--- config.mk ---
export PLATFORM = sky130hd
export DESIGN_NAME = barret_scheduler
export DESIGN_NICKNAME = d
export VERILOG_FILES = /design/src/rtl/barret_pkg.sv /design/src/rtl/barret_scheduler_rr_arbiter.sv /design/src/rtl/barret_scheduler.sv
export SDC_FILE = /design/constraint.sdc
export NUM_CORES = 1
export LEC_CHECK = 0
export CELL_PAD_IN_SITES_DETAIL_PLACEMENT = 1
export CELL_PAD_IN_SITES_GLOBAL_PLACEMENT = 1
export CORE_AREA = 5 5 280 282
export DETAILED_ROUTE_END_ITERATION = 7
export DIE_AREA = 0 0 285 287
export GPL_ROUTABILITY_DRIVEN = 0
export PLACE_DENSITY = 0.58
export SLEW_MARGIN = 20
export SYNTH_ARGS = -nofsm -noshare
export SYNTH_HDL_FRONTEND = slang
export SYNTH_SLANG_ARGS = --single-unit
--- constraint.sdc ---
create_clock -name sys_clk -period 7 [get_ports sys_clk]
set_input_delay 2.1 -clock sys_clk [delete_from_list [all_inputs] [get_ports sys_clk]]
set_output_delay 2.1 -clock sys_clk [all_outputs]
set_load 0.02 [all_outputs]
--- src/rtl/barret_pkg.sv ---
// barret_pkg: shared definitions for the Barrett-reduction request scheduler.
// Holds the scheduler state encoding, the default sizing constants and a
// small index helper used for round-robin pointer wrap.
package barret_pkg;

  localparam int DEF_WIDTH      = 32;
  localparam int DEF_NREQ       = 4;
  localparam int DEF_BR_LATENCY = 4;

  typedef enum logic [1:0] {
    ST_IDLE  = 2'd0,
    ST_ISSUE = 2'd1,
    ST_WAIT  = 2'd2,
    ST_RESP  = 2'd3
  } state_t;

  // Next index after idx in a ring of n entries.
  function automatic int wrap_inc(input int idx, input int n);
    if (idx + 1 >= n) begin
      return 0;
    end else begin
      return idx + 1;
    end
  endfunction

endpackage

--- src/rtl/barret_scheduler_rr_arbiter.sv ---
// rr_arbiter: combinational round-robin pick.
// Searches req starting at index ptr and wrapping modulo NREQ; the first set
// bit found wins.
//   req       in  NREQ          request vector
//   ptr       in  clog2(NREQ)   highest-priority index for this pick
//   grant     out NREQ          one-hot grant (zero when no request)
//   grant_idx out clog2(NREQ)   index of the granted bit
//   grant_any out 1             a grant was made
module rr_arbiter
  import barret_pkg::*;
#(
  parameter int NREQ = DEF_NREQ
) (
  input  logic [NREQ-1:0]         req,
  input  logic [$clog2(NREQ)-1:0] ptr,
  output logic [NREQ-1:0]         grant,
  output logic [$clog2(NREQ)-1:0] grant_idx,
  output logic                    grant_any
);

  localparam int IDW = $clog2(NREQ);

  logic [IDW-1:0] cand_s;

  // Walk the ring from ptr and keep the first requester seen.
  always_comb begin
    grant     = '0;
    grant_idx = '0;
    grant_any = 1'b0;
    cand_s    = '0;
    for (int off = 0; off < NREQ; off++) begin
      cand_s = IDW'((int'(ptr) + off) % NREQ);
      if (!grant_any && req[cand_s]) begin
        grant[cand_s] = 1'b1;
        grant_idx     = cand_s;
        grant_any     = 1'b1;
      end else begin
        grant_any = grant_any;
      end
    end
  end

endmodule

--- src/rtl/barret_scheduler.sv ---
// barret_scheduler: shares one barretReduce core among NREQ requesters.
// A round-robin grant in IDLE latches the winner's operands, the core is
// started for one cycle, the remainder is captured BR_LATENCY cycles later
// and held as a response until the consumer accepts it. A zero denominator
// bypasses the core and answers immediately with resp_err set.
//   sys_clk, sys_rst               clock, synchronous active-high reset
//   req_valid / req_ready          per-requester handshake (ready one-hot)
//   req_numerator .. req_constant  packed operands, requester i at [i*WIDTH +: WIDTH]
//   resp_valid / resp_ready        response handshake
//   resp_id, resp_remainder, resp_err  response payload
//   br_start, br_numerator .. br_constant, br_remainder  core connection
//   busy                           high whenever not IDLE
module barret_scheduler
  import barret_pkg::*;
#(
  parameter int WIDTH      = DEF_WIDTH,
  parameter int NREQ       = DEF_NREQ,
  parameter int BR_LATENCY = DEF_BR_LATENCY
) (
  input  logic                      sys_clk,
  input  logic                      sys_rst,
  input  logic [NREQ-1:0]           req_valid,
  output logic [NREQ-1:0]           req_ready,
  input  logic [NREQ*WIDTH-1:0]     req_numerator,
  input  logic [NREQ*WIDTH-1:0]     req_denominator,
  input  logic [NREQ*WIDTH-1:0]     req_R,
  input  logic [NREQ*WIDTH-1:0]     req_constant,
  output logic                      resp_valid,
  input  logic                      resp_ready,
  output logic [$clog2(NREQ)-1:0]   resp_id,
  output logic [WIDTH-1:0]          resp_remainder,
  output logic                      resp_err,
  output logic                      br_start,
  output logic [WIDTH-1:0]          br_numerator,
  output logic [WIDTH-1:0]          br_denominator,
  output logic [WIDTH-1:0]          br_R,
  output logic [WIDTH-1:0]          br_constant,
  input  logic [WIDTH-1:0]          br_remainder,
  output logic                      busy
);

  localparam int IDW = $clog2(NREQ);
  localparam int CW  = $clog2(BR_LATENCY + 1);
  localparam logic [CW-1:0] CNT_ONE  = CW'(1);
  localparam logic [CW-1:0] CNT_LOAD = CW'(BR_LATENCY);

  state_t           state_r, state_s;
  logic [IDW-1:0]   rr_ptr_r;
  logic [CW-1:0]    cnt_r;
  logic [IDW-1:0]   id_r;
  logic [WIDTH-1:0] num_r, den_r, r_r, const_r;
  logic             resp_valid_r, resp_err_r, br_start_r, busy_r;
  logic [IDW-1:0]   resp_id_r;
  logic [WIDTH-1:0] resp_rem_r;

  logic [NREQ-1:0]  grant_s;
  logic [IDW-1:0]   grant_idx_s;
  logic             grant_any_s;
  logic             take_s;
  logic [NREQ-1:0]  req_ready_s;
  logic [WIDTH-1:0] sel_num_s, sel_den_s, sel_r_s, sel_const_s;

  rr_arbiter #(.NREQ(NREQ)) u_rr_arbiter (
    .req       (req_valid),
    .ptr       (rr_ptr_r),
    .grant     (grant_s),
    .grant_idx (grant_idx_s),
    .grant_any (grant_any_s)
  );

  assign sel_num_s   = req_numerator  [int'(grant_idx_s)*WIDTH +: WIDTH];
  assign sel_den_s   = req_denominator[int'(grant_idx_s)*WIDTH +: WIDTH];
  assign sel_r_s     = req_R          [int'(grant_idx_s)*WIDTH +: WIDTH];
  assign sel_const_s = req_constant   [int'(grant_idx_s)*WIDTH +: WIDTH];

  // Next-state and grant decode; the accept strobe is only ever raised in IDLE.
  always_comb begin
    state_s     = state_r;
    req_ready_s = '0;
    take_s      = 1'b0;
    case (state_r)
      ST_IDLE: begin
        if (grant_any_s) begin
          req_ready_s = grant_s;
          take_s      = 1'b1;
          if (sel_den_s == '0) begin
            state_s = ST_RESP;
          end else begin
            state_s = ST_ISSUE;
          end
        end else begin
          state_s = ST_IDLE;
        end
      end
      ST_ISSUE: state_s = ST_WAIT;
      ST_WAIT: begin
        if (cnt_r <= CNT_ONE) begin
          state_s = ST_RESP;
        end else begin
          state_s = ST_WAIT;
        end
      end
      ST_RESP: begin
        if (resp_ready) begin
          state_s = ST_IDLE;
        end else begin
          state_s = ST_RESP;
        end
      end
      default: state_s = ST_IDLE;
    endcase
  end

  // The grant decode is combinational off req_valid, so mask it during reset.
  assign req_ready = sys_rst ? '0 : req_ready_s;

  // State, operand latch, wait counter, response registers and pointer.
  always_ff @(posedge sys_clk) begin
    if (sys_rst) begin
      state_r      <= ST_IDLE;
      rr_ptr_r     <= '0;
      cnt_r        <= '0;
      id_r         <= '0;
      num_r        <= '0;
      den_r        <= '0;
      r_r          <= '0;
      const_r      <= '0;
      resp_valid_r <= 1'b0;
      resp_err_r   <= 1'b0;
      resp_id_r    <= '0;
      resp_rem_r   <= '0;
      br_start_r   <= 1'b0;
      busy_r       <= 1'b0;
    end else begin
      state_r    <= state_s;
      busy_r     <= (state_s != ST_IDLE);
      br_start_r <= (state_s == ST_ISSUE);
      case (state_r)
        ST_IDLE: begin
          if (take_s) begin
            id_r    <= grant_idx_s;
            num_r   <= sel_num_s;
            den_r   <= sel_den_s;
            r_r     <= sel_r_s;
            const_r <= sel_const_s;
            // Divide-by-zero answers straight away without touching the core.
            if (sel_den_s == '0) begin
              resp_valid_r <= 1'b1;
              resp_id_r    <= grant_idx_s;
              resp_rem_r   <= '0;
              resp_err_r   <= 1'b1;
            end else begin
              resp_valid_r <= 1'b0;
            end
          end else begin
            resp_valid_r <= 1'b0;
          end
        end
        ST_ISSUE: cnt_r <= CNT_LOAD;
        ST_WAIT: begin
          // Counter at one means the core output is valid in this cycle.
          if (cnt_r <= CNT_ONE) begin
            cnt_r        <= '0;
            resp_valid_r <= 1'b1;
            resp_id_r    <= id_r;
            resp_rem_r   <= br_remainder;
            resp_err_r   <= 1'b0;
          end else begin
            cnt_r <= cnt_r - CNT_ONE;
          end
        end
        ST_RESP: begin
          if (resp_ready) begin
            resp_valid_r <= 1'b0;
            rr_ptr_r     <= IDW'(wrap_inc(int'(id_r), NREQ));
          end else begin
            resp_valid_r <= 1'b1;
          end
        end
        default: resp_valid_r <= 1'b0;
      endcase
    end
  end

  assign resp_valid     = resp_valid_r;
  assign resp_id        = resp_id_r;
  assign resp_remainder = resp_rem_r;
  assign resp_err       = resp_err_r;
  assign br_start       = br_start_r;
  assign br_numerator   = num_r;
  assign br_denominator = den_r;
  assign br_R           = r_r;
  assign br_constant    = const_r;
  assign busy           = busy_r;

endmodule

Word level (Yosys, flattened, before mapping)
Index checks and enable logic that the tools add are counted.

word-level totals
  register bits after elaboration = 175
  input bits = 551
  output and inout bits = 170
  word-level logic and storage cells = 121

cells by class
  $lt $le $gt $ge = 10
  reduce and logical (&&, ||, !) cells = 20
  $add $sub $neg = 5
  bitwise operators = 3
  equal/unequal tests = 7
  multiplexer cells = 58
  shift-type cells = 4

operator list
  operator             number
  $shiftx 128x8->32    4
  $mux 32              3
  $pmux 32 s2          1
  $logic_not 32->1     1
  $mux 4               7
  $mux 1               22
  $mux 2               11
  $lt 2x3->1 const B   4
  $or 4x4->4           3
  $bmux 1 s2           4
  $demux 1 s2          4
  $ge 2x1->1 const B   4
  $pmux 2 s4           1
  $logic_and 1x1->1    7
  $ne 2x2->1 const B   3
  $pmux 3 s2           1
  $reduce_and 2->1     3
  $reduce_bool 2->1    3
  $add 2x2->2 const B  2
  $eq 2x1->1 const B   2
  $eq 2x2->1 const B   2
  $pmux 2 s2           1
  $reduce_and 4->1     1
  $add 2x1->3 const B  1
  10 further kinds     12

Logic depth before layout (Yosys ltp)
  word-level depth = 18
  gate-level depth with buffers = 19

Hierarchy
A second synthesis with hierarchy kept.

second synthesis, totals
  cell total of the unflattened synthesis = 937
  area, all modules = 9,726.8 um^2

modules (own cells, without submodules)
  module            area each (um^2)  sequential area each (um^2)  instances  cells an instance
  barret_scheduler  9,307.7           3,503.4                      1          892
  rr_arbiter        419.2             0.0                          1          45

Worst setup path after synthesis
No wires, ideal clock.

  path kind = input -> output
  start = input req_valid[0]
  end = output req_ready[0]
  stages = 9
  buffers on the path = 5
  data arrival time = 4,593 ps
  slack = 307 ps
  path through = clkbuf_1 > mux4_2 > buf_2 > nor4_1 > nand2b_1 > clkbuf_1 > buf_1 > buf_1 > nor3_1

between the ends
  longest elaborated chain between the ends = 15
  elaborated cells between the ends (all ways) = 28
  those cells by class = mux (19); bitwise (3); reduce/logical (6)

ends and longest elaborated chain
  what                              RTL line                           source
  start: declaration                barret_scheduler.sv:22             input logic [NREQ-1:0] req_valid,
  $bmux 1 s2                        barret_scheduler_rr_arbiter.sv:33  if (!grant_any && req[cand_s]) begin
  $mux 1 (implied by the code)      barret_scheduler_rr_arbiter.sv:33
  $mux 1                            barret_scheduler_rr_arbiter.sv:33
  $logic_not 1->1                   barret_scheduler_rr_arbiter.sv:33
  $logic_and 1x1->1                 barret_scheduler_rr_arbiter.sv:33
  $mux 1                            barret_scheduler_rr_arbiter.sv:33
  $logic_not 1->1                   barret_scheduler_rr_arbiter.sv:33
  $logic_and 1x1->1                 barret_scheduler_rr_arbiter.sv:33
  $mux 1                            barret_scheduler_rr_arbiter.sv:33
  $logic_not 1->1                   barret_scheduler_rr_arbiter.sv:33
  $logic_and 1x1->1                 barret_scheduler_rr_arbiter.sv:33
  $mux 4 or $mux 1 (tied branches)  barret_scheduler_rr_arbiter.sv:33
  $mux 4 (*)                        barret_scheduler.sv:83             if (grant_any_s) begin
  $mux 4 (*)                        barret_scheduler.sv:81             case (state_r)
  $mux 4 (*)                        barret_scheduler.sv:115            assign req_ready = sys_rst ? '0 : req_ready_s;
  end: declaration                  barret_scheduler.sv:23             output logic [NREQ-1:0] req_ready,

Every way passes the cells marked *; elsewhere a longest branch is shown, timed or not. The select of a mux whose other input is x is not followed.

Worst setup path in the final report
  start = input req_valid[3]
  end = output req_ready[1]

The elaborated chain is that of the path after synthesis.

==> qor.csv <==
metric,value,unit
synth_top_area_frac,0.289,
drive_above_1_share,0.0517,
crit_fanout,10,
power_density,224,nW/um^2
setup_tns,0,ns
required,4.90,ns
cts.sinks,175,
synth_cells,1702,
synth_area_per_cell,7.12,sq um
clockBufferDepth,2,
grt_pass1_vias,17100,
drt_iter0_markers,945,
ant_nets,0,
grt_use_total,0.179,
ios,721,
ys_seq_elements,175,
final_max_slew_viol_count,0,
slowest_delay,0.65,ns
die_h,287,um
cts_tree,done,
place_area,20300,sq um
cts_hold_buf,0,
setup_viol,0,
worstSetupStartpoint,req_valid[3],
clk_latency,0.48,ns
grt_antenna_before_repair,9,
port_buffers,720,
multi_input_area,7930,sq um
cpLargestDelayFamily,buffers and inverters,
worstSetupPathType,input port to primary output,
yosysWarnings,0,
core_area,75400,sq um
die_w,285,um
irDropWorstVdd,0.000165,V
hold_start,br_denominator[14]$_SDFFE_PP0P_,
synth.most_common_cell,nand2_1,
clk_pin_slew,0.07,ns
drtPass1Iterations,5,
cp-start-kind,input port,
path_cells,"clkdlybuf4s50_1, mux4_2, nor2b_1, a22oi_1, nor2_1, a221oi_1, nor3_1, clkdlybuf4s50_1",
syn_to_final_growth,72.4,%
hp-class,flop to flop,
htreeDepth,4,
p_leak,0.00796,uW
finalClockSkew,0.0158,ns
crit_arrival,4.78,ns
period_share,0.983,
hold_viol_final,0,
crit_buf_inv,2,
rsz0062_at_grt,false,
grt_max_degree,83,
synthFlopType,dfxtp_1,
remaining_drc_errors,0,
synth-seq-area-share,0.289,
yosys-top-cells-count,"nand2_1, dfxtp_1, clkbuf_1, mux2i_1, a21oi_1",
ff_latch_area,3500,sq um
hpwl,60.2,mm
max_cap_violations,0,
wl_per_cell,23.5,um
rows,101,
fmax,145,MHz
drt_wl_total,77.5,mm
synth-edff-count,0,
cts-root-buf,clkbuf_16,
viasPerCell,4.84,
status,"finished, final reports clean",
fillers,8917,
yosysUniqueCellTypes,62,
cts_setup_buffers,0,
synthesis.nets,2270,
die-area,81800,sq um
max_slew.worst_pin.slew,1.08,ns
nets,2876,
worst_setup_path_end_kind,primary output,
cts_resized,0,
crit_path_frequent_cell,clkdlybuf4s50_1,
slew_headroom,0.283,
grt_pass1_wl,112,mm
cts_inserted_buffers,17,
worst_path_max_delay_cell,mux4_2,
netlist_top_cells_area,"dfxtp_1, nand2_1, mux2i_1",
synth_area,12100,sq um
design_area,20900,sq um
start_util,0.161,
r2r_start,rr_ptr_r[0]$_SDFFE_PP0P_,
gr-total-overflow,0,
synth.largest_area_cell,dfxtp_1,
synthArstFlopShare,0,
vias,16000,
fin_crit,6.88,ns
[power breakdown]
| group | internal [uW] | total [uW] | switching [uW] |
|---|---|---|---|
| clock network | 541 | 1040 | 497 |
| registers | 1190 | 1300 | 115 |
| logic | 986 | 2340 | 1350 |
[layer usage]
metal	GRT usage	vias to the layer above	part of all wire
li1	-	7442	-
met1	0.201	7891	0.39
met2	0.331	556	0.52
met3	0.0515	89	0.067
met4	0.0481	4	0.021
met5	0	-	0.00035
[logic make-up after synthesis]
group                    after synthesis  synth area share
AND/OR/NAND/NOR                      786             0.285
AO/OA/AOI/OAI                        409             0.237
buffers and inverters                193            0.0639
flip-flops                           175             0.289
multiplexers                         122             0.107
adder cells (fa/ha/maj)               17            0.0175
[worst paths after layout]
check                                     to  slack, ns  cells after the start
max                             req_ready[1]       0.12                      8
min reg2reg  br_denominator[14]$_SDFFE_PP0P_       0.45                      2
max reg2reg          resp_id[0]$_SDFFE_PP0P_       1.94                     12
min          br_denominator[14]$_SDFFE_PP0P_       0.45                      2
[cell usage in the layout (no fill, tap or decap), types with 4 or more instances in the layout]
cell	Yosys	final
o21ai_0	12	12
o311ai_0	21	21
inv_1	13	13
buf_12	0	4
a211oi_1	9	8
diode_2	0	4
clkdlybuf4s50_1	0	719
a21oi_1	83	83
a221oi_1	12	12
nor4_1	36	36
o311ai_1	11	11
a22oi_1	78	78
a31oi_1	35	35
nor2b_1	9	7
clkbuf_16	0	17
mux2_2	21	21
a311oi_1	36	36
o22ai_1	69	69
buf_4	4	42
nor2_1	61	58
nand4_1	37	37
nand2_1	492	492
o211ai_1	10	10
a222oi_1	4	4
mux4_2	4	4
nand2b_1	7	5
and3_1	36	36
ha_1	17	17
nor3_1	48	47
a22o_1	4	4
nand3_1	42	41
inv_6	0	5
mux2i_1	96	96
dfxtp_1	175	175
[stage by stage]
stage	instances	power [uW]	worst slack [ns]	util	hold WS (ns)
detailed placement	3267	3680	0.0217	0.269	0.446
floorplan	1702	2480	0.307	-	0.453
global placement	3267	3650	0.162	0.269	0.443
CTS	3297	4760	0.106	0.277	0.455
finish	3301	4680	0.116	0.277	0.454
global route	3299	4960	0.00949	0.277	0.476
[area by class of cell]
type,count,area share
Clock inverter,12,0.00706
Inverter,14,0.00251
Antenna cell,4,0.000479
Clock buffer,18,0.0210
Multi-Input combinational cell,1334,0.379
Timing Repair Buffer,766,0.364
Tap cell,978,0.0585
Sequential cell,175,0.168
[flip-flops by register name (all words and copies together), names as in the netlist]
signal / cells
br_R: 32
br_constant: 32
br_denominator: 32
br_numerator: 32
resp_remainder: 32
cnt_r: 3
id_r: 2
resp_id: 2
rr_ptr_r: 2
state_r: 2
br_start: 1
busy: 1
resp_err: 1
resp_valid: 1
[worst register-to-register path: cells and delay by family, from the launching register on]
family	cells	cell delay, ns
muxes	2	0.80
AOI/OAI and AO/OA	5	2.09
and+or+nand+nor	2	0.57
adders and majority gates	1	0.48
DFF	1	0.31
buffers and inverters	2	0.71
Power figures use the tool's default switching activity.
